`config.mk`:
```
export PLATFORM = sky130hd
export DESIGN_NAME = rh_fetch_buffer_flat
export DESIGN_NICKNAME = d
export VERILOG_FILES = /design/src/rtl/rh_fetch_buffer_if.sv /design/src/rtl/rh_fetch_buffer.sv /design/src/flat_wrapper.sv
export SDC_FILE = /design/constraint.sdc
export NUM_CORES = 1
export LEC_CHECK = 0
export ABC_AREA = 1
export CAP_MARGIN = 20
export CORE_ASPECT_RATIO = 2
export CORE_UTILIZATION = 45
export DETAILED_ROUTE_END_ITERATION = 8
export PLACE_DENSITY_LB_ADDON = 0.25
export SYNTH_ARGS = -nofsm -noshare
export SYNTH_HDL_FRONTEND = slang
export SYNTH_SLANG_ARGS = --single-unit
```
`constraint.sdc`:
```
create_clock -name CLK -period 12 [get_ports CLK]
set_input_delay 3 -clock CLK [delete_from_list [all_inputs] [get_ports CLK]]
set_output_delay 3 -clock CLK [all_outputs]
set_load 0.02 [all_outputs]
```
`src/rtl/rh_fetch_buffer_if.sv`:
```
// Fetch/response/issue bundle for rh_fetch_buffer; slave is the buffer, master the environment.
// DBG_* mirror the internal occupancy counters for observation.
interface rh_fetch_buffer_if #(
  parameter int PCW = 32,
  parameter int IW  = 32,
  parameter int CW  = 3
);
  // Issue handshake: an entry moves when ISSV && ISSRDY are both high at a posedge;
  // ISSV never drops without a pop except on FLUSH or reset.
  logic           REQV;
  logic           REQINV;
  logic           RSPV;
  logic [PCW-1:0] RSP_PC;
  logic [IW-1:0]  RSP_INSTR;
  logic           ISSV;
  logic [PCW-1:0] ISS_PC;
  logic [IW-1:0]  ISS_INSTR;
  logic           ISSRDY;
  logic           FLUSH;
  logic           ERR;
  logic [CW-1:0]  DBG_CNT;
  logic [CW-1:0]  DBG_OUT;
  logic [CW-1:0]  DBG_DROP;

  modport slave (
    input  REQV, RSPV, RSP_PC, RSP_INSTR, ISSRDY, FLUSH,
    output REQINV, ISSV, ISS_PC, ISS_INSTR, ERR, DBG_CNT, DBG_OUT, DBG_DROP
  );

  modport master (
    output REQV, RSPV, RSP_PC, RSP_INSTR, ISSRDY, FLUSH,
    input  REQINV, ISSV, ISS_PC, ISS_INSTR, ERR, DBG_CNT, DBG_OUT, DBG_DROP
  );
endinterface

```
`src/rtl/rh_fetch_buffer.sv`:
```
// In-order instruction buffer between fetch and issue with credit-based fetch
// throttling and flush handling of in-flight responses.
module rh_fetch_buffer #(
  parameter int DEPTH = 4,
  parameter int PCW   = 32,
  parameter int IW    = 32
) (
  input  logic               CLK,
  input  logic               RSTN,
  rh_fetch_buffer_if.slave   bus
);
  localparam int CW = $clog2(DEPTH + 1);
  localparam int AW = $clog2(DEPTH);
  localparam logic [CW-1:0] DEPTH_C   = CW'(DEPTH);
  localparam logic [CW:0]   DEPTH_W   = (CW+1)'(DEPTH);
  localparam logic [CW+1:0] DROP_MAXW = (CW+2)'({CW{1'b1}});

  logic [CW-1:0]  r_cnt, r_out, r_drop;
  logic [AW-1:0]  r_rd, r_wr;
  logic           r_err;
  logic [PCW-1:0] r_pc_mem    [DEPTH];
  logic [IW-1:0]  r_instr_mem [DEPTH];

  logic [CW:0]    w_used;
  logic           w_reqinv, w_req, w_req_err;
  logic           w_rsp_drop, w_rsp_keep, w_rsp_err;
  logic           w_full, w_wr, w_ovf;
  logic           w_issv, w_pop;
  logic [CW+1:0]  w_drop_sum, w_drop_dec;
  logic [CW-1:0]  w_drop_flush;

  assign w_used     = {1'b0, r_cnt} + {1'b0, r_out};
  assign w_reqinv   = (w_used >= DEPTH_W);
  assign w_req      = bus.REQV & ~w_reqinv;
  assign w_req_err  = bus.REQV & w_reqinv;

  assign w_rsp_drop = bus.RSPV & (r_drop != '0);
  assign w_rsp_keep = bus.RSPV & (r_drop == '0) & (r_out != '0);
  assign w_rsp_err  = bus.RSPV & (r_drop == '0) & (r_out == '0);

  assign w_full     = (r_cnt == DEPTH_C);
  assign w_wr       = w_rsp_keep & ~w_full;
  assign w_ovf      = w_rsp_keep & w_full;

  assign w_issv     = (r_cnt != '0);
  assign w_pop      = w_issv & bus.ISSRDY & ~bus.FLUSH;

  // Everything still owed by memory becomes a response to discard; clamp both ends.
  assign w_drop_sum = {2'b00, r_drop} + {2'b00, r_out} + (CW+2)'(w_req);
  assign w_drop_dec = (w_drop_sum > (CW+2)'(bus.RSPV)) ? (w_drop_sum - (CW+2)'(bus.RSPV)) : '0;
  assign w_drop_flush = (w_drop_dec > DROP_MAXW) ? {CW{1'b1}} : w_drop_dec[CW-1:0];

  always_ff @(posedge CLK or negedge RSTN) begin
    if (!RSTN) begin
      r_cnt  <= '0;
      r_out  <= '0;
      r_drop <= '0;
      r_rd   <= '0;
      r_wr   <= '0;
      r_err  <= 1'b0;
    end else begin
      if (w_req_err | ((w_rsp_err | w_ovf) & ~bus.FLUSH)) r_err <= 1'b1;
      if (bus.FLUSH) begin
        r_cnt  <= '0;
        r_out  <= '0;
        r_rd   <= '0;
        r_wr   <= '0;
        r_drop <= w_drop_flush;
      end else begin
        if (w_wr)  r_wr <= r_wr + AW'(1);
        if (w_pop) r_rd <= r_rd + AW'(1);
        r_cnt <= r_cnt + CW'(w_wr) - CW'(w_pop);
        r_out <= r_out + CW'(w_req) - CW'(w_rsp_keep);
        if (w_rsp_drop) r_drop <= r_drop - CW'(1);
      end
    end
  end

  // Storage is intentionally not reset; validity is tracked by r_cnt.
  always_ff @(posedge CLK) begin
    if (w_wr && !bus.FLUSH) begin
      r_pc_mem[r_wr]    <= bus.RSP_PC;
      r_instr_mem[r_wr] <= bus.RSP_INSTR;
    end
  end

  assign bus.REQINV    = w_reqinv;
  assign bus.ISSV      = w_issv;
  assign bus.ISS_PC    = w_issv ? r_pc_mem[r_rd]    : '0;
  assign bus.ISS_INSTR = w_issv ? r_instr_mem[r_rd] : '0;
  assign bus.ERR       = r_err;
  assign bus.DBG_CNT   = r_cnt;
  assign bus.DBG_OUT   = r_out;
  assign bus.DBG_DROP  = r_drop;
endmodule

```
`src/flat_wrapper.sv`:
```
// flat-port wrapper written by rule: the top's interface ports become plain ports
module rh_fetch_buffer_flat 
#(
  parameter int DEPTH = 4,
  parameter int PCW   = 32,
  parameter int IW    = 32
)
  (CLK, RSTN, bus_REQV, bus_RSPV, bus_RSP_PC, bus_RSP_INSTR, bus_ISSRDY, bus_FLUSH, bus_REQINV, bus_ISSV, bus_ISS_PC, bus_ISS_INSTR, bus_ERR, bus_DBG_CNT, bus_DBG_OUT, bus_DBG_DROP);
  rh_fetch_buffer_if #(.PCW(PCW), .IW(IW), .CW((3))) bus_i ();
  input  logic CLK;
  input  logic RSTN;
  input wire logic [$bits(bus_i.REQV)-1:0] bus_REQV;
  input wire logic [$bits(bus_i.RSPV)-1:0] bus_RSPV;
  input wire logic [$bits(bus_i.RSP_PC)-1:0] bus_RSP_PC;
  input wire logic [$bits(bus_i.RSP_INSTR)-1:0] bus_RSP_INSTR;
  input wire logic [$bits(bus_i.ISSRDY)-1:0] bus_ISSRDY;
  input wire logic [$bits(bus_i.FLUSH)-1:0] bus_FLUSH;
  output wire logic [$bits(bus_i.REQINV)-1:0] bus_REQINV;
  output wire logic [$bits(bus_i.ISSV)-1:0] bus_ISSV;
  output wire logic [$bits(bus_i.ISS_PC)-1:0] bus_ISS_PC;
  output wire logic [$bits(bus_i.ISS_INSTR)-1:0] bus_ISS_INSTR;
  output wire logic [$bits(bus_i.ERR)-1:0] bus_ERR;
  output wire logic [$bits(bus_i.DBG_CNT)-1:0] bus_DBG_CNT;
  output wire logic [$bits(bus_i.DBG_OUT)-1:0] bus_DBG_OUT;
  output wire logic [$bits(bus_i.DBG_DROP)-1:0] bus_DBG_DROP;
  assign bus_i.REQV = bus_REQV;
  assign bus_i.RSPV = bus_RSPV;
  assign bus_i.RSP_PC = bus_RSP_PC;
  assign bus_i.RSP_INSTR = bus_RSP_INSTR;
  assign bus_i.ISSRDY = bus_ISSRDY;
  assign bus_i.FLUSH = bus_FLUSH;
  assign bus_REQINV = bus_i.REQINV;
  assign bus_ISSV = bus_i.ISSV;
  assign bus_ISS_PC = bus_i.ISS_PC;
  assign bus_ISS_INSTR = bus_i.ISS_INSTR;
  assign bus_ERR = bus_i.ERR;
  assign bus_DBG_CNT = bus_i.DBG_CNT;
  assign bus_DBG_OUT = bus_i.DBG_OUT;
  assign bus_DBG_DROP = bus_i.DBG_DROP;
  rh_fetch_buffer #(.DEPTH(DEPTH), .PCW(PCW), .IW(IW)) u_core (.CLK(CLK), .RSTN(RSTN), .bus(bus_i));
endmodule
```
[Word level (Yosys, flattened, before mapping)]
Memory sizes are Yosys's and may differ from the RTL's.
Index checks and enable logic that the tools add are counted.
Word-level totals
  register bits after elaboration: 14
  RAM bits: 256
  input port bits: 70
  output and inout port bits: 76
  word-level logic and storage cells: 63
  memories: 2
Memory list
  u_core.r_instr_mem: depth 4, bits a word 32, read ports 1, clocked after Yosys merged registers in 0, write ports 1, line rh_fetch_buffer.sv:22  | logic [IW-1:0] r_instr_mem [DEPTH];
  u_core.r_pc_mem: depth 4, bits a word 32, read ports 1, clocked after Yosys merged registers in 0, write ports 1, line rh_fetch_buffer.sv:21  | logic [PCW-1:0] r_pc_mem [DEPTH];
Operators by class
  add/sub/neg operators: 11
  $lt $le $gt $ge: 3
  eq/ne operators: 1
  muxes and demuxes: 14
  bitwise gates (word level): 16
  reduce and logical (&&, ||, !) cells: 10
Operators with widths (number)
  $mux 32: 2
  $mux 3: 5
  $and 1x1->1: 11
  $reduce_bool 3->1: 3
  $add 3x3->4: 2
  $mux 2: 4
  $add 3x1->3: 2
  $logic_not 3->1: 2
  $reduce_bool 2->1: 3
  $sub 3x1->3: 2
  $add 5x1->5: 1
  $gt 5x1->1: 1
  $gt 5x3->1 const B: 1
  $mux 5: 1
  $sub 5x1->5: 1
  $add 2x1->2 const B: 2
  $ge 4x3->1 const B: 1
  $eq 3x3->1 const B: 1
  $not 1->1: 3
  $sub 3x1->3 const B: 1
  $mux 1: 2
  $or 1x1->1: 2
  $logic_and 1x1->1: 1
  $logic_not 1->1: 1

[Depth between registers and ports, before layout]
  depth after elaboration: 10
  mapped depth: 17
  depth with buffers taken out: 17

[Worst setup path before layout]
No wires, ideal clock.
  path kind: input port to flip-flop
  start point: input port bus_FLUSH
  end point: memory u_core.r_instr_mem[0][0], enable pin
  setup time: 486 ps
  data arrival time: 6208 ps
  required time: 11514 ps
  setup slack: 5306 ps
  stages on the path: 4
  path buffers: 1
  path through: clkbuf_1 > inv_1 > nand2_1 > nor2_1
On the way
  longest elaborated chain between the ends: 4
Ends and longest elaborated chain
  start, declared: line flat_wrapper.sv:17  | input wire logic [$bits(bus_i.FLUSH)-1:0] bus_FLUSH;
  $logic_not 1->1: line rh_fetch_buffer.sv:81  | if (w_wr && !bus.FLUSH) begin
  $logic_and 1x1->1: line rh_fetch_buffer.sv:81
  $mux 1: line rh_fetch_buffer.sv:81
  $mux 1 (not written as such): line rh_fetch_buffer.sv:83  | r_instr_mem[r_wr] <= bus.RSP_INSTR;
  end, declared: line rh_fetch_buffer.sv:22
No other way between the ends.

[Worst setup path in the final report]
  start point: register u_core.r_rd[0]
  end point: output port bus_ISS_INSTR[15]
On the way
  longest elaborated chain between the ends: 2
Ends and longest elaborated chain
  start, declared: line rh_fetch_buffer.sv:19  | logic [AW-1:0] r_rd, r_wr;
  start signal, assigned: line rh_fetch_buffer.sv:71  | if (w_pop) r_rd <= r_rd + AW'(1);
  $mem_v2 4x32
  $mux 32: line rh_fetch_buffer.sv:90  | assign bus.ISS_INSTR = w_issv ? r_instr_mem[r_rd] : '0;
  end, declared: line flat_wrapper.sv:21  | output wire logic [$bits(bus_i.ISS_INSTR)-1:0] bus_ISS_INSTR;
No other way between the ends.

==> summary.md <==
| Metric | Value |
|---|---|
| Outcome | completed |
| Warning count from the yosys run | 0 |
| Post-Place Worst Slack | 5.762 ns |
| Worst hold path depth | 1 |
| Worst Hold End | u_core.bus.ERR$_DFFE_PN0P_ |
| Final HPWL DP | 15.07 mm |
| Clock Root Buffer | clkbuf_16 |
| Sw Pwr | 1083 µW |
| Post-synthesis cell count | 928 |
| Max stage delay on crit path | 0.75 ns |
| Buf/Inv on CP | 3 |
| Flop pwr share | 36.5% |
| Vias per inst | 5.293 |
| Cell Pwr Density | 222.0 mW/mm² |
| DRC Markers | 0 |
| Compound-cell area share of the yosys netlist | 9.815% |
| Critical Path AT | 3.71 ns |
| DP Area | 0.01285 mm² |
| Initial antenna violation count | 1 |
| Clock slew at reported path FFs | 0.07 ns |
| Maximum vdd drop | 0.0002271 V |
| Int Pwr | 1946 µW |
| RSZ-0062 raised after global routing | no |
| CP Capture Type | primary output |
| Reg-to-Reg Start | u_core.bus.DBG_DROP[1]$_DFFE_PN0P_ |
| Setup Fix Bufs, Post-CTS | 0 |
| Layout area overhead | 22.61% |
| # diodes | 0 |
| # hold bufs at CTS | 0 |
| Via count | 7236 |
| Final net count | 1151 |
| Max-Cap Viols | 0 |
| Die area | 0.02540 mm² |
| HP Start | u_core.bus.ERR$_DFFE_PN0P_ |
| Area share of the largest cell type after synthesis | 69.07% |
| Worst rel slew slack | 32.16% |
| Biggest area consumer among synthesized cells | edfxtp_1 |
| Register area share after synthesis | 72.22% |
| Crit-path max FO | 98 |
| XOR/XNOR Fraction of Synth Area | 0.1574% |
| Mapped Area | 0.01113 mm² |
| Critical Path Start Type | flop |
| Final Cycle Share | 55.93% |
| Final Util | 56.10% |
| Comb power frac | 38.1% |
| CP required | 9.00 ns |
| Vias in the first global route | 7283 |
| Clk Latency, worst-skew pair | 0.51 ns |
| Crit-path cells | clkinv_2 -> buf_4 -> o21ai_0 -> a21oi_1 -> clkdlybuf4s50_1 |
| TritonCTS clock tree | done |
| Final Wtd Congestion | 0.7645 |
| Slew Viols, Final | 0 |
| Synth area leaders | edfxtp_1, nor2_1, o21ai_0 |
| Distinct cells, synth | 28 |
| Slowest cell on the critical path | buf_4 |
| Critical path's top delay family | buffers and inverters |
| Worst-margin pin slew | 1.015 ns |
| Core Area | 0.02432 mm² |
| WP depth | 5 |
| Max Freq | 149.0 MHz |
| First-pass GRT wire length | 38.61 mm |
| Total Routing Usage GR | 19.97% |
| Tot Pwr | 3029 µW |
| Worst min path class | flop to flop |
| Post-route ant nets | 0 |
| I/O pin total | 146 |
| Number of cells on the worst reg-to-reg path | 7 |
| FF+latch count, synth | 270 |
| Multiplexer share of the synthesized area | 0% |
| Resized cells post-CTS | 0 |
| Average cell area after synthesis | 11.99 µm² |
| Total Wirelength | 24.99 mm |
| Final setup fails | 0 |
| Rows | 81 |
| Initial core utilization | 45.76% |
| DR pass1 iterations | 5 |
| CTS HTree Levels | 1 |
| R2r setup slk | 8.59 ns |
| Fill count | 2007 |
| Synth Area in Simple Gates | 11.77% |
| Final WS setup | 5.289 ns |
| Setup CP Type | flop to primary output |
| Num CTS Buffers | 24 |
| Leakage | 0.004748 µW |
| Post-Route Setup TNS | 0 ns |
| Clock skew | 0.006374 ns |
| Share of cells above drive strength 1 | 6.685% |
| Synthesized net count | 1020 |
| DR iter-0 viols | 425 |
| GRT overflow | 0 |
| Worst flop-to-flop path endpoint | u_core.r_instr_mem[3][11]$_DFFE_PP_ |
| Clock buffer depth | 3 |
| CTS sink count | 270 |
| Die width | 113.2 µm |
| Switching Fraction | 35.76% |
| Finished Cell Area | 0.01365 mm² |
| DR WL/cell | 18.28 µm |
| Tmin final | 6.711 ns |
| Final Hold Fails | 0 |
| Clock network fraction of total power | 25.4% |
| Die extent in y | 224.4 µm |
| Largest family of logic cells by synthesized area | simple AND/OR/NAND/NOR gates |
| Adder-cell share of the synthesized area | 2.676% |
| Largest net degree at the start of global routing | 99 |
| PortBufs | 145 |
==> worst register-to-register path: cells and delay by family (launching register included) <==
family                     cells  cell delay (ns)
DFF                            1             0.46
buffers and inverters          2             0.77
and+or+nand+nor                4             1.58
adders and majority gates      1             0.20
==> how the worst max path moves through the flow <==
stage / start / to / slack (ns)
finish: u_core.r_rd[0]$_DFFE_PN0P_ / bus_ISS_INSTR[15] / 5.29
global route: u_core.r_rd[0]$_DFFE_PN0P_ / bus_ISS_PC[8] / 5.02
CTS: u_core.r_rd[0]$_DFFE_PN0P_ / bus_ISS_PC[8] / 5.20
detailed placement: bus_FLUSH / u_core.r_instr_mem[3][5]$_DFFE_PP_ / 5.76
global placement: u_core.r_rd[0]$_DFFE_PN0P_ / bus_ISS_PC[8] / 5.81
floorplan: bus_FLUSH / u_core.r_instr_mem[0][0]$_DFFE_PP_ / 5.31
==> cell families (layout without fill, tap and decap cells) <==
| group | count (synthesis) | count (layout) |
|---|---|---|
| simple gates | 330 | 330 |
| flops | 270 | 270 |
| compound gates | 211 | 211 |
| buf+inv | 93 | 242 |
| fa+ha+maj | 22 | 22 |
| xor+xnor | 2 | 2 |
==> layout make-up <==
type,count,area (µm²),share of cell area [%]
flip-flops and latches,270,8043,58.94
multi-input cells,565,2755,20.19
repair buffers,154,1519,11.13
clock buffers,32,681.9,4.997
well taps,290,362.8,2.659
inverters,44,166.4,1.220
clock inverters,12,117.6,0.8619
==> metrics by stage <==
step                      hold WS [ns]  instances
after CTS                       0.5078       1367
after global placement          0.4731       1323
after detailed placement        0.4814       1323
after global routing            0.5112       1367
final                           0.5030       1367
after floorplan                 0.4923        928
==> placed cells by master (no fill, tap or decap), drive strengths merged <==
master and instances:
a21oi 74, a221o 1, a31oi 1, buf 9
bufinv 2, clkbuf 32, clkdlybuf4s50 145, clkinv 8
clkinvlp 2, dfrtp 14, edfxtp 256, fa 3
ha 19, inv 44, nand2 33, nand3 12
nand4 2, nor2 281, nor3 1, o21ai 134
o32ai 1, or2 1, xnor2 1, xor2 1
==> state kept, by name (all words and copies together), names as in the netlist <==
| name | flops |
|---|---|
| u_core.r_pc_mem | 128 |
| u_core.r_rd | 2 |
| u_core.bus.DBG_CNT | 3 |
| u_core.r_wr | 2 |
| u_core.bus.ERR | 1 |
| u_core.r_instr_mem | 128 |
| u_core.bus.DBG_DROP | 3 |
| u_core.bus.DBG_OUT | 3 |
==> layer usage <==
layer  vias to the layer above  track usage, %  wire length [µm]  share of wire, %
li1                       3489               -                 -                 -
met1                      3493           22.50              9360                37
met2                       207           36.81             13560                54
met3                        45           3.099              1184               4.7
met4                         2           8.786               871               3.5
met5                         -               0                11             0.044
==> cells in the mapped netlist <==
library cell / n
edfxtp_1: 256
xor2_1: 1
o32ai_1: 1
xnor2_1: 1
a21oi_1: 71
nor3_1: 1
fa_1: 3
nand4_1: 2
o21ai_0: 134
nand3_1: 10
clkbuf_1: 18
ha_1: 19
nand3_4: 1
nand2_1: 26
inv_2: 4
dfrtp_1: 14
nand2_2: 6
nand3_2: 1
a221o_1: 1
a31oi_4: 1
or2_2: 1
a21oi_2: 3
nand2_4: 1
buf_2: 20
buf_1: 11
nor2_1: 280
nor2_4: 1
inv_1: 40
==> power groups by stage <==
stage / Combinational, µW / Sequential, µW / Clock, µW
5_1_grt: 1260 / 1110 / 816
4_1_cts: 1170 / 1110 / 784
3_3_place_gp: 1160 / 1130 / 0
2_1_floorplan: 702 / 1110 / 0
6_report: 1150 / 1110 / 770
3_5_place_dp: 1170 / 1130 / 0
Power figures use the tool's default switching activity.
